$ cat src/rtl/noc_pkg.sv
// Shared mesh-router definitions.
// Provides the flit width, the number of router ports with their index
// constants, the empty-flit value, and the small types used to carry port
// indices and flits between router blocks.
package noc_pkg;

  localparam int DATA_W    = 64;
  localparam int NUM_PORTS = 5;
  localparam int PTR_W     = 3;   // enough bits to index NUM_PORTS inputs

  localparam int PORT_LOCAL = 0;
  localparam int PORT_N     = 1;
  localparam int PORT_E     = 2;
  localparam int PORT_S     = 3;
  localparam int PORT_W     = 4;

  typedef logic [DATA_W-1:0] flit_t;
  typedef logic [PTR_W-1:0]  port_idx_t;

  // An all-zero flit means "no flit" everywhere in the router.
  localparam flit_t EMPTY_FLIT = '0;

endpackage

$ cat src/rtl/router_output_arbiter_if.sv
// Request/grant channel between the router input ports and one output arbiter.
// Signals:
//   polarity  VC select (1 = VC1 being filled, 0 = VC2 being filled)
//   req       per-input request for this output
//   data_in   flattened head flits, input i at [i*DATA_W +: DATA_W]
//   blocked   output channel cannot accept data this cycle
//   grant     one-hot grant back to the inputs
//   data_out  flit forwarded to the output channel
//   busy      an eligible request was left waiting in the last arbitration
// Modports: master = input-port side (drives requests), slave = arbiter.
interface router_output_arbiter_if #(
  parameter int NUM_IN = noc_pkg::NUM_PORTS,
  parameter int DATA_W = noc_pkg::DATA_W
);
  logic                     polarity;
  logic [NUM_IN-1:0]        req;
  logic [NUM_IN*DATA_W-1:0] data_in;
  logic                     blocked;
  logic [NUM_IN-1:0]        grant;
  logic [DATA_W-1:0]        data_out;
  logic                     busy;

  modport master (
    output polarity, req, data_in, blocked,
    input  grant, data_out, busy
  );

  modport slave (
    input  polarity, req, data_in, blocked,
    output grant, data_out, busy
  );
endinterface

$ cat src/rtl/router_rr_picker.sv
// Combinational round-robin picker.
// Scans req starting at index start, ascending, wrapping from NUM_IN-1 to 0,
// and reports the first set bit.
// Ports:
//   req    NUM_IN-wide request vector
//   start  index to begin the scan at (0..NUM_IN-1)
//   found  at least one request bit is set
//   idx    index of the winning request (0 when nothing found)
module router_rr_picker
  import noc_pkg::*;
#(
  parameter int NUM_IN = NUM_PORTS
) (
  input  logic [NUM_IN-1:0] req,
  input  port_idx_t         start,
  output logic              found,
  output port_idx_t         idx
);

  // One extra bit so start + offset cannot overflow before the wrap compare.
  logic [PTR_W:0] cand;

  // NOTE: every signal written here gets a default before the loop; a path
  // that leaves one unassigned would infer a latch.
  always_comb begin
    found = 1'b0;
    idx   = '0;
    cand  = '0;
    for (int k = 0; k < NUM_IN; k++) begin
      cand = {1'b0, start} + (PTR_W+1)'(k);
      if (cand > (PTR_W+1)'(NUM_IN-1)) begin
        cand = cand - (PTR_W+1)'(NUM_IN);
      end
      if (!found && req[cand[PTR_W-1:0]]) begin
        found = 1'b1;
        idx   = cand[PTR_W-1:0];
      end
    end
  end

endmodule

$ cat src/rtl/router_output_arbiter.sv
// Per-output-port arbiter for the mesh router.
// Shares one output channel between NUM_IN input ports using a round-robin
// pointer per virtual channel (chosen by polarity), forwards the winning flit
// and returns a registered one-hot grant. Everything stalls while blocked.
// Ports:
//   clk    clock
//   reset  synchronous, active-high reset
//   bus    request/grant channel (slave side): polarity, req, data_in,
//          blocked in; grant, data_out, busy out (all outputs registered)
module router_output_arbiter
  import noc_pkg::*;
#(
  parameter int NUM_IN = NUM_PORTS,
  parameter int DATA_W = noc_pkg::DATA_W
) (
  input  logic                    clk,
  input  logic                    reset,
  router_output_arbiter_if.slave  bus
);

  logic [NUM_IN-1:0] grant_q;
  logic [DATA_W-1:0] data_q;
  logic              busy_q;
  port_idx_t         ptr_vc1;
  port_idx_t         ptr_vc2;

  logic [NUM_IN-1:0] nonzero;
  logic [NUM_IN-1:0] ereq;
  logic [NUM_IN-1:0] win_onehot;
  logic [DATA_W-1:0] win_data;
  port_idx_t         start_ptr;
  port_idx_t         win_idx;
  port_idx_t         next_ptr;
  logic              found;

  always_comb begin
    for (int i = 0; i < NUM_IN; i++) begin
      nonzero[i] = (bus.data_in[i*DATA_W +: DATA_W] != EMPTY_FLIT);
    end
  end

  // The input granted last cycle pops its head on this edge; granting it
  // again now would send the same flit twice.
  assign ereq      = bus.req & nonzero & ~grant_q;
  assign start_ptr = bus.polarity ? ptr_vc1 : ptr_vc2;

  router_rr_picker #(.NUM_IN(NUM_IN)) u_picker (
    .req   (ereq),
    .start (start_ptr),
    .found (found),
    .idx   (win_idx)
  );

  assign win_onehot = found ? (NUM_IN'(1) << win_idx) : '0;
  assign win_data   = found ? bus.data_in[int'(win_idx)*DATA_W +: DATA_W] : EMPTY_FLIT;
  // Explicit wrap: NUM_IN is not a power of two.
  assign next_ptr   = (win_idx == port_idx_t'(NUM_IN-1)) ? '0 : win_idx + 1'b1;

  // NOTE: registered state uses non-blocking assignments so every register
  // samples the pre-edge values regardless of statement order.
  always_ff @(posedge clk) begin
    if (reset) begin
      grant_q <= '0;
      data_q  <= EMPTY_FLIT;
      busy_q  <= 1'b0;
      ptr_vc1 <= '0;
      ptr_vc2 <= '0;
    end else if (bus.blocked) begin
      grant_q <= '0;
      data_q  <= EMPTY_FLIT;
      busy_q  <= |(bus.req & nonzero);
    end else begin
      grant_q <= win_onehot;
      data_q  <= win_data;
      busy_q  <= |(ereq & ~win_onehot);
      if (found) begin
        if (bus.polarity) ptr_vc1 <= next_ptr;
        else              ptr_vc2 <= next_ptr;
      end
    end
  end

  assign bus.grant    = grant_q;
  assign bus.data_out = data_q;
  assign bus.busy     = busy_q;

endmodule

$ cat src/flat_wrapper.sv
// flat-port wrapper written by rule: the top's interface ports become plain ports
module router_output_arbiter_flat import noc_pkg::*;
#(
  parameter int NUM_IN = NUM_PORTS,
  parameter int DATA_W = noc_pkg::DATA_W
)
  (clk, reset, bus_polarity, bus_req, bus_data_in, bus_blocked, bus_grant, bus_data_out, bus_busy);
  router_output_arbiter_if #(.NUM_IN(NUM_IN), .DATA_W(DATA_W)) bus_i ();
  input  logic clk;
  input  logic reset;
  input wire logic [$bits(bus_i.polarity)-1:0] bus_polarity;
  input wire logic [$bits(bus_i.req)-1:0] bus_req;
  input wire logic [$bits(bus_i.data_in)-1:0] bus_data_in;
  input wire logic [$bits(bus_i.blocked)-1:0] bus_blocked;
  output wire logic [$bits(bus_i.grant)-1:0] bus_grant;
  output wire logic [$bits(bus_i.data_out)-1:0] bus_data_out;
  output wire logic [$bits(bus_i.busy)-1:0] bus_busy;
  assign bus_i.polarity = bus_polarity;
  assign bus_i.req = bus_req;
  assign bus_i.data_in = bus_data_in;
  assign bus_i.blocked = bus_blocked;
  assign bus_grant = bus_i.grant;
  assign bus_data_out = bus_i.data_out;
  assign bus_busy = bus_i.busy;
  router_output_arbiter #(.NUM_IN(NUM_IN), .DATA_W(DATA_W)) u_core (.clk(clk), .reset(reset), .bus(bus_i));
endmodule
$ cat config.mk
export PLATFORM = sky130hd
export DESIGN_NAME = router_output_arbiter_flat
export DESIGN_NICKNAME = d
export VERILOG_FILES = /design/src/rtl/noc_pkg.sv /design/src/rtl/router_output_arbiter_if.sv /design/src/rtl/router_rr_picker.sv /design/src/rtl/router_output_arbiter.sv /design/src/flat_wrapper.sv
export SDC_FILE = /design/constraint.sdc
export NUM_CORES = 1
export LEC_CHECK = 0
export BUFFER_PORTS_ARGS = -buffer_cell sky130_fd_sc_hd__buf_2
export CAP_MARGIN = 20
export CORE_AREA = 2 2 154 156
export CTS_BUF_LIST = sky130_fd_sc_hd__clkbuf_4 sky130_fd_sc_hd__clkbuf_8
export CTS_CLUSTER_SIZE = 8
export DETAILED_ROUTE_END_ITERATION = 7
export DIE_AREA = 0 0 156 158
export SYNTH_ARGS = -nofsm -noshare
export SYNTH_HDL_FRONTEND = slang
export SYNTH_SLANG_ARGS = --single-unit
$ cat constraint.sdc
create_clock -name clk -period 7.3 [get_ports clk]
set_input_delay 1.825 -clock clk [delete_from_list [all_inputs] [get_ports clk]]
set_output_delay 1.825 -clock clk [all_outputs]
set_load 0.005 [all_outputs]
==> impl_results.md, run 1 <==
- Die area: 24600 µm²
- Hold Fails Final Rpt: 0
- RSZ-0062 raised after global routing: no
- Final min period: 6.30 ns
- Crit path DAT: 6.54 ns
- Largest net degree at the start of global routing: 66
- CP Launch Type: primary input
- Average cell area after synthesis: 9.32 µm²
- Clk_skew: 0.0100 ns
- Most common library cells after synthesis: 137 x mux2i_1, 87 x nor4_1, 80 x nand2_1
- Clock sink total: 76
- P&R area growth vs syn: 40.4%
- Initial antenna violation count: 7
- Tightest Hold Check Type: reg2reg
- Global-route wire length before repair: 48500 µm
- Clock Path Buffers: 2
- HPWL after DPL: 29700 µm
- Actual transition at the worst max-transition pin: 0.855 ns
- Yosys cell types: 68
- Die Wd: 156 µm
- Setup TNS: 0 ns
- Met3 routed WL: 2700 µm
- CTS tree: done
- Total grt overflow: 0
- Asr flop ratio synth: 0
- Top cells by area, synth: dfxtp_1 24%, mux2i_1 22%, o221ai_2 14%
- Max Used Layer: met5
- Gate Count Post-Synth: 679
- Ys flop type: dfxtp_1
- Pwr dens: 516 nW/µm²
- Final Wtd Congestion: 0.962
- Vias after detailed routing: 7686
- WL per Instance: 25.8 µm
- GR Util All Layers: 0.270
- Max-slew headroom: 0.425
- #FFs+latches synth: 76
- Die Ht: 158 µm
- CTS root buf: clkbuf_8
- Maximum clock frequency: 159 MHz
- Clk Latency, worst-skew pair: 0.38 ns
- Status: complete, no violations
- Setup repair bufs after CTS: 0
- ANT nets after route: 0
- I/O Buffers: 398
- Max Cap Viol: 0
- Post-synth EDFFs: 0
- Mapped Nets: 1023
- CTS H-tree depth: 3
- Register area share after synthesis: 0.241
- CTS Buf Count: 9
- Initial core utilization: 0.274
- Most frequent cell after synthesis: mux2i_1
- Row cnt: 56
- Met2 Routed Length: 17400 µm
- WL final: 35100 µm
- 1st-iter DRT viols: 651
- CP endpoint kind: flop
- Vias in the first global route: 7669
- Post_cts resized: 0
- CP Data Required Time: 7.54 ns
- Post-Syn Area: 6330 µm²
- YS warnings: 0
- Max-slew violations: 0
- Via density: 5.64
- CTS clk-pin slew, worst paths: 0.09 ns
- Proportion of layout cells with a drive suffix above 1: 0.482
- Leading area contributor after synthesis: dfxtp_1
- Leak: 4.43 nW
- DRC violations left: 0
- Total Power: 4.58 mW
- Setup violators final: 0
- Setup CP Type: in2reg
- CTS Hold Buffers Added: 0
- Detailed-router iteration count before antenna repair: 5
- Max VDD drop: 0.000624 V
- Ports: 399
- # nets final: 1404
- Final Cycle Share: 0.863
- Share of the synthesized area in the top cell type: 0.241
- Worst Path Max Fanout: 50
- Core box area: 23100 µm²
- Wl on met1: 13400 µm
-- critical path: stages --
cell	delay, ns
buf_2	0.21
mux2i_4	0.58
ha_1	0.32
inv_1	0.06
ha_1	0.39
nor2b_1	0.20
a211oi_2	0.23
mux2i_1	0.43
nor3_1	0.11
o21ai_2	0.21
o211ai_1	0.19
nor3b_2	0.31
nand2_1	0.15
o2bb2ai_4	0.27
buf_12	0.36
buf_12	0.26
mux2i_1	0.26
o221ai_2	0.13
-- layout by cell type (no fill, tap or decap), types with 9 or more instances in the layout --
master    count
buf_2       398
clkbuf_8      9
a21oi_1      10
mux2i_1     137
ha_1         15
nor2_1       20
nand4_1      20
nor4_1       87
nand2_1      80
inv_1        10
nor3_1       13
dfxtp_1      76
o221ai_2     60
-- metal layers --
metal | track usage | up-vias
met2 | 0.471 | 423
met4 | 0.135 | 2
li1 | - | 3492
met3 | 0.0531 | 94
met1 | 0.315 | 3675
met5 | 0 | -
-- kinds of logic after synthesis --
group | synth area share
compound gates | 0.227
simple gates | 0.230
flops | 0.241
fa+ha+maj | 0.0297
xor+xnor | 0.00692
mux | 0.222
buf+inv | 0.0437
-- cell type report --
type	count	area [µm²]
flip-flops and latches	76	1520
clock inverters	6	63.8
well taps	290	363
repair buffers	409	2160
diodes	7	17.5
clock buffers	10	131
fillers	2381	14200
multi-input cells	552	4580
inverters	12	45.0
-- metrics by stage --
step                      area [µm²]  cells  setup slack (ns)  hold WS [ns]   util
after floorplan                 6330    679              1.23         0.458      -
after global placement          8670   1339             0.797         0.489  0.376
after detailed placement        8670   1339             0.616         0.502  0.376
after CTS                       8870   1355              1.03         0.513  0.385
after global routing            8880   1361             0.646         0.521  0.385
final                           8880   1362             0.999         0.513  0.385
-- report_power, final --
| part | switching [mW] | internal, mW | leakage [nW] | total (mW) |
|---|---|---|---|---|
| registers | 0.0429 | 0.538 | 0.623 | 0.581 |
| logic | 2.07 | 1.58 | 3.71 | 3.65 |
| clock network | 0.190 | 0.162 | 0.0961 | 0.352 |
| total | 2.30 | 2.28 | 4.43 | 4.58 |
-- state kept, by name, summed over array words and instances (netlist names) --
signal,cells
u_core.ptr_vc1,3
u_core.bus.busy,1
u_core.bus.data_out,64
u_core.bus.grant,5
u_core.ptr_vc2,3
-- worst paths after layout --
path	start	endpoint	slack (ns)	cells past startpoint
setup / recovery	bus_polarity	u_core.bus.data_out[31]$_SDFF_PP0_	1.0	18
hold / removal	u_core.ptr_vc2[2]$_SDFFE_PP0P_	u_core.ptr_vc2[2]$_SDFFE_PP0P_	0.51	2
setup reg to reg	u_core.ptr_vc2[0]$_SDFFE_PP0P_	u_core.bus.data_out[31]$_SDFF_PP0_	2.42	17
hold reg to reg	u_core.ptr_vc2[2]$_SDFFE_PP0P_	u_core.ptr_vc2[2]$_SDFFE_PP0P_	0.51	2
Power figures use the tool's default switching activity.
==> run 2, diff against run 1 <==
--- a/config.mk
+++ b/config.mk
@@ -7,11 +7,10 @@
 export LEC_CHECK = 0
 export BUFFER_PORTS_ARGS = -buffer_cell sky130_fd_sc_hd__buf_2
 export CAP_MARGIN = 20
-export CORE_AREA = 2 2 154 156
-export CTS_BUF_LIST = sky130_fd_sc_hd__clkbuf_4 sky130_fd_sc_hd__clkbuf_8
+export CORE_AREA = 2 2 155 157
 export CTS_CLUSTER_SIZE = 8
 export DETAILED_ROUTE_END_ITERATION = 7
-export DIE_AREA = 0 0 156 158
+export DIE_AREA = 0 0 157 159
 export SYNTH_ARGS = -nofsm -noshare
 export SYNTH_HDL_FRONTEND = slang
 export SYNTH_SLANG_ARGS = --single-unit
==> impl_results.md, run 2 (synthesized netlist as in run 1, its figures left out) <==
- RSZ-0062 raised after global routing: no (unchanged)
- Setup CP Type: in2reg (unchanged)
- CP Launch Type: primary input (unchanged)
- Hold Fails Final Rpt: 0 (unchanged)
- P&R area growth vs syn: 42.4% (was 40.4%)
- CTS root buf: clkbuf_16 (was clkbuf_8)
- CP endpoint kind: flop (unchanged)
- Final Wtd Congestion: 0.996 (was 0.962)
- Detailed-router iteration count before antenna repair: 5 (unchanged)
- 1st-iter DRT viols: 546 (was 651)
- WL final: 35900 µm (was 35100 µm)
- Setup TNS: 0 ns (unchanged)
- Die area: 25000 µm² (was 24600 µm²)
- CTS clk-pin slew, worst paths: 0.06 ns (was 0.09 ns)
- ANT nets after route: 0 (unchanged)
- Setup violators final: 0 (unchanged)
- Setup repair bufs after CTS: 0 (unchanged)
- WL per Instance: 25.8 µm (about the same)
- Global-route wire length before repair: 50900 µm (was 48500 µm)
- GR Util All Layers: 0.277 (was 0.270)
- HPWL after DPL: 29600 µm (was 29700 µm)
- Proportion of layout cells with a drive suffix above 1: 0.481 (was 0.482)
- Final Cycle Share: 0.857 (was 0.863)
- Cell with the largest stage delay on the worst path: mux2i_4 (unchanged)
- Core box area: 23200 µm² (was 23100 µm²)
- Max reg flops: 64 (unchanged)
- CTS tree: done (unchanged)
- Worst path cell trace: buf_2 -> mux2i_4 -> ha_1 -> inv_1 -> ha_1 -> nor2b_1 -> a211oi_2 -> mux2i_1 -> nor3_1 -> o21ai_2 -> o211ai_1 -> nor3b_2 -> nand2_1 -> o2bb2ai_4 -> buf_12 -> mux2i_1 -> o221ai_2 (was buf_2 -> mux2i_4 -> ha_1 -> inv_1 -> ha_1 -> nor2b_1 -> a211oi_2 -> mux2i_1 -> nor3_1 -> o21ai_2 -> o211ai_1 -> nor3b_2 -> nand2_1 -> o2bb2ai_4 -> buf_12 -> buf_12 -> mux2i_1 -> o221ai_2)
- Pwr dens: 517 nW/µm² (was 516 nW/µm²)
- Worst Hold Slack: 0.492 ns (was 0.513 ns)
- Crit-path max cell delay: 0.63 ns (was 0.58 ns)
- # nets final: 1404 (unchanged)
- Largest net degree at the start of global routing: 68 (was 66)
- Commonest cells after routing, fill and taps aside: 398 x buf_2, 137 x mux2i_1, 87 x nor4_1 (unchanged)
- Most common cell after layout, fill and taps aside: buf_2 (unchanged)
- Initial antenna violation count: 11 (was 7)
- CP Data Required Time: 7.52 ns (was 7.54 ns)
- Total grt overflow: 0 (unchanged)
- Status: complete, no violations (unchanged)
- Clk_skew: 0.0143 ns (was 0.0100 ns)
- Clock Path Buffers: 2 (unchanged)
- Leak: 4.47 nW (was 4.43 nW)
- Fillers: 2412 (was 2381)
- Row cnt: 56 (unchanged)
- Final min period: 6.26 ns (was 6.30 ns)
- Actual transition at the worst max-transition pin: 0.833 ns (was 0.855 ns)
- Max VDD drop: 0.000499 V (was 0.000624 V)
- Vias in the first global route: 8037 (was 7669)
- I/O Buffers: 398 (unchanged)
- Max-slew violations: 0 (unchanged)
- Post_cts resized: 0 (unchanged)
- Placed cells: 1368 (was 1339)
- CTS Hold Buffers Added: 0 (unchanged)
- Maximum clock frequency: 160 MHz (was 159 MHz)
- Ports: 399 (unchanged)
- Via density: 5.57 (was 5.64)
- Clk Latency, worst-skew pair: 0.35 ns (was 0.38 ns)
- CTS H-tree depth: 3 (unchanged)
- Fin cells: 1393 (was 1362)
- Crit path DAT: 6.48 ns (was 6.54 ns)
- Die Ht: 159 µm (was 158 µm)
- DRC violations left: 0 (unchanged)
- Initial core utilization: 0.273 (was 0.274)
- Worst Path Max Fanout: 61 (was 50)
- CTS Buf Count: 9 (unchanged)
- Vias after detailed routing: 7757 (was 7686)
- Max-slew headroom: 0.438 (was 0.425)
- Tightest Hold Check Type: reg2reg (unchanged)
- Max Cap Viol: 0 (unchanged)
- Total Power: 4.66 mW (was 4.58 mW)
- Die Wd: 157 µm (was 156 µm)
- Clock sink total: 76 (unchanged)
-- run 2: changes by cell type in the layout (fill, tap and decap cells not counted) --
cell / before / now
clkbuf_16: 0 / 9
clkbuf_8: 9 / 0
diode_2: 7 / 10
buf_12: 7 / 6
buf_4: 4 / 5
clkbuf_4: 1 / 0
clkinv_4: 0 / 1
clkinvlp_4: 2 / 1
-- run 2: per-stage QoR --
stage / cell area [µm²] / utilization / worst slack, ns
after detailed placement: 8700 / 0.375 / 0.767
after CTS: 8990 / 0.387 / 1.12
after global placement: 8700 / 0.375 / 0.795
final: 9010 / 0.389 / 1.04
after global routing: 9010 / 0.388 / 0.686
after floorplan: 6330 / - / 1.23
-- run 2: worst paths after layout --
path / slack [ns] / end / start / depth (start not counted)
hold reg to reg: 0.49 / u_core.ptr_vc1[0]$_SDFFE_PP0P_ / u_core.ptr_vc1[0]$_SDFFE_PP0P_ / 2
hold / removal: 0.49 / u_core.ptr_vc1[0]$_SDFFE_PP0P_ / u_core.ptr_vc1[0]$_SDFFE_PP0P_ / 2
setup / recovery: 1.04 / u_core.bus.data_out[50]$_SDFF_PP0_ / bus_polarity / 17
setup reg to reg: 2.49 / u_core.bus.data_out[50]$_SDFF_PP0_ / u_core.ptr_vc2[0]$_SDFFE_PP0P_ / 16
-- run 2: report_power, final --
group          switching, mW  total [mW]  internal, mW
clock network          0.210       0.474         0.264
registers             0.0404       0.579         0.538
logic                   2.05        3.60          1.56
total                   2.30        4.66          2.36
-- run 2: metal layers --
layer	global-route usage	vias to the layer above	share of wire
met5	0	-	0.00072
met4	0.180	4	0.063
met3	0.0735	118	0.074
met2	0.456	411	0.48
met1	0.313	3714	0.38
li1	-	3510	-
-- run 2: layout make-up --
cell class / instances / area, µm² / share of cell area
Sequential cell: 76 / 1520 / 0.169
Antenna cell: 10 / 25.0 / 0.00278
Clock inverter: 6 / 65.1 / 0.00722
Clock buffer: 9 / 225 / 0.0250
Timing Repair Buffer: 409 / 2150 / 0.239
Inverter: 12 / 45.0 / 0.00500
Multi-Input combinational cell: 552 / 4580 / 0.508
Tap cell: 319 / 399 / 0.0443
-- run 2: critical path: cells and delay by family --
family / cells / cell delay, ns
buffers and inverters: 3 / 0.63
adder cells (fa/ha/maj): 2 / 0.71
AND/OR/NAND/NOR: 4 / 0.76
multiplexers: 3 / 1.39
AO/OA/AOI/OAI: 5 / 1.03
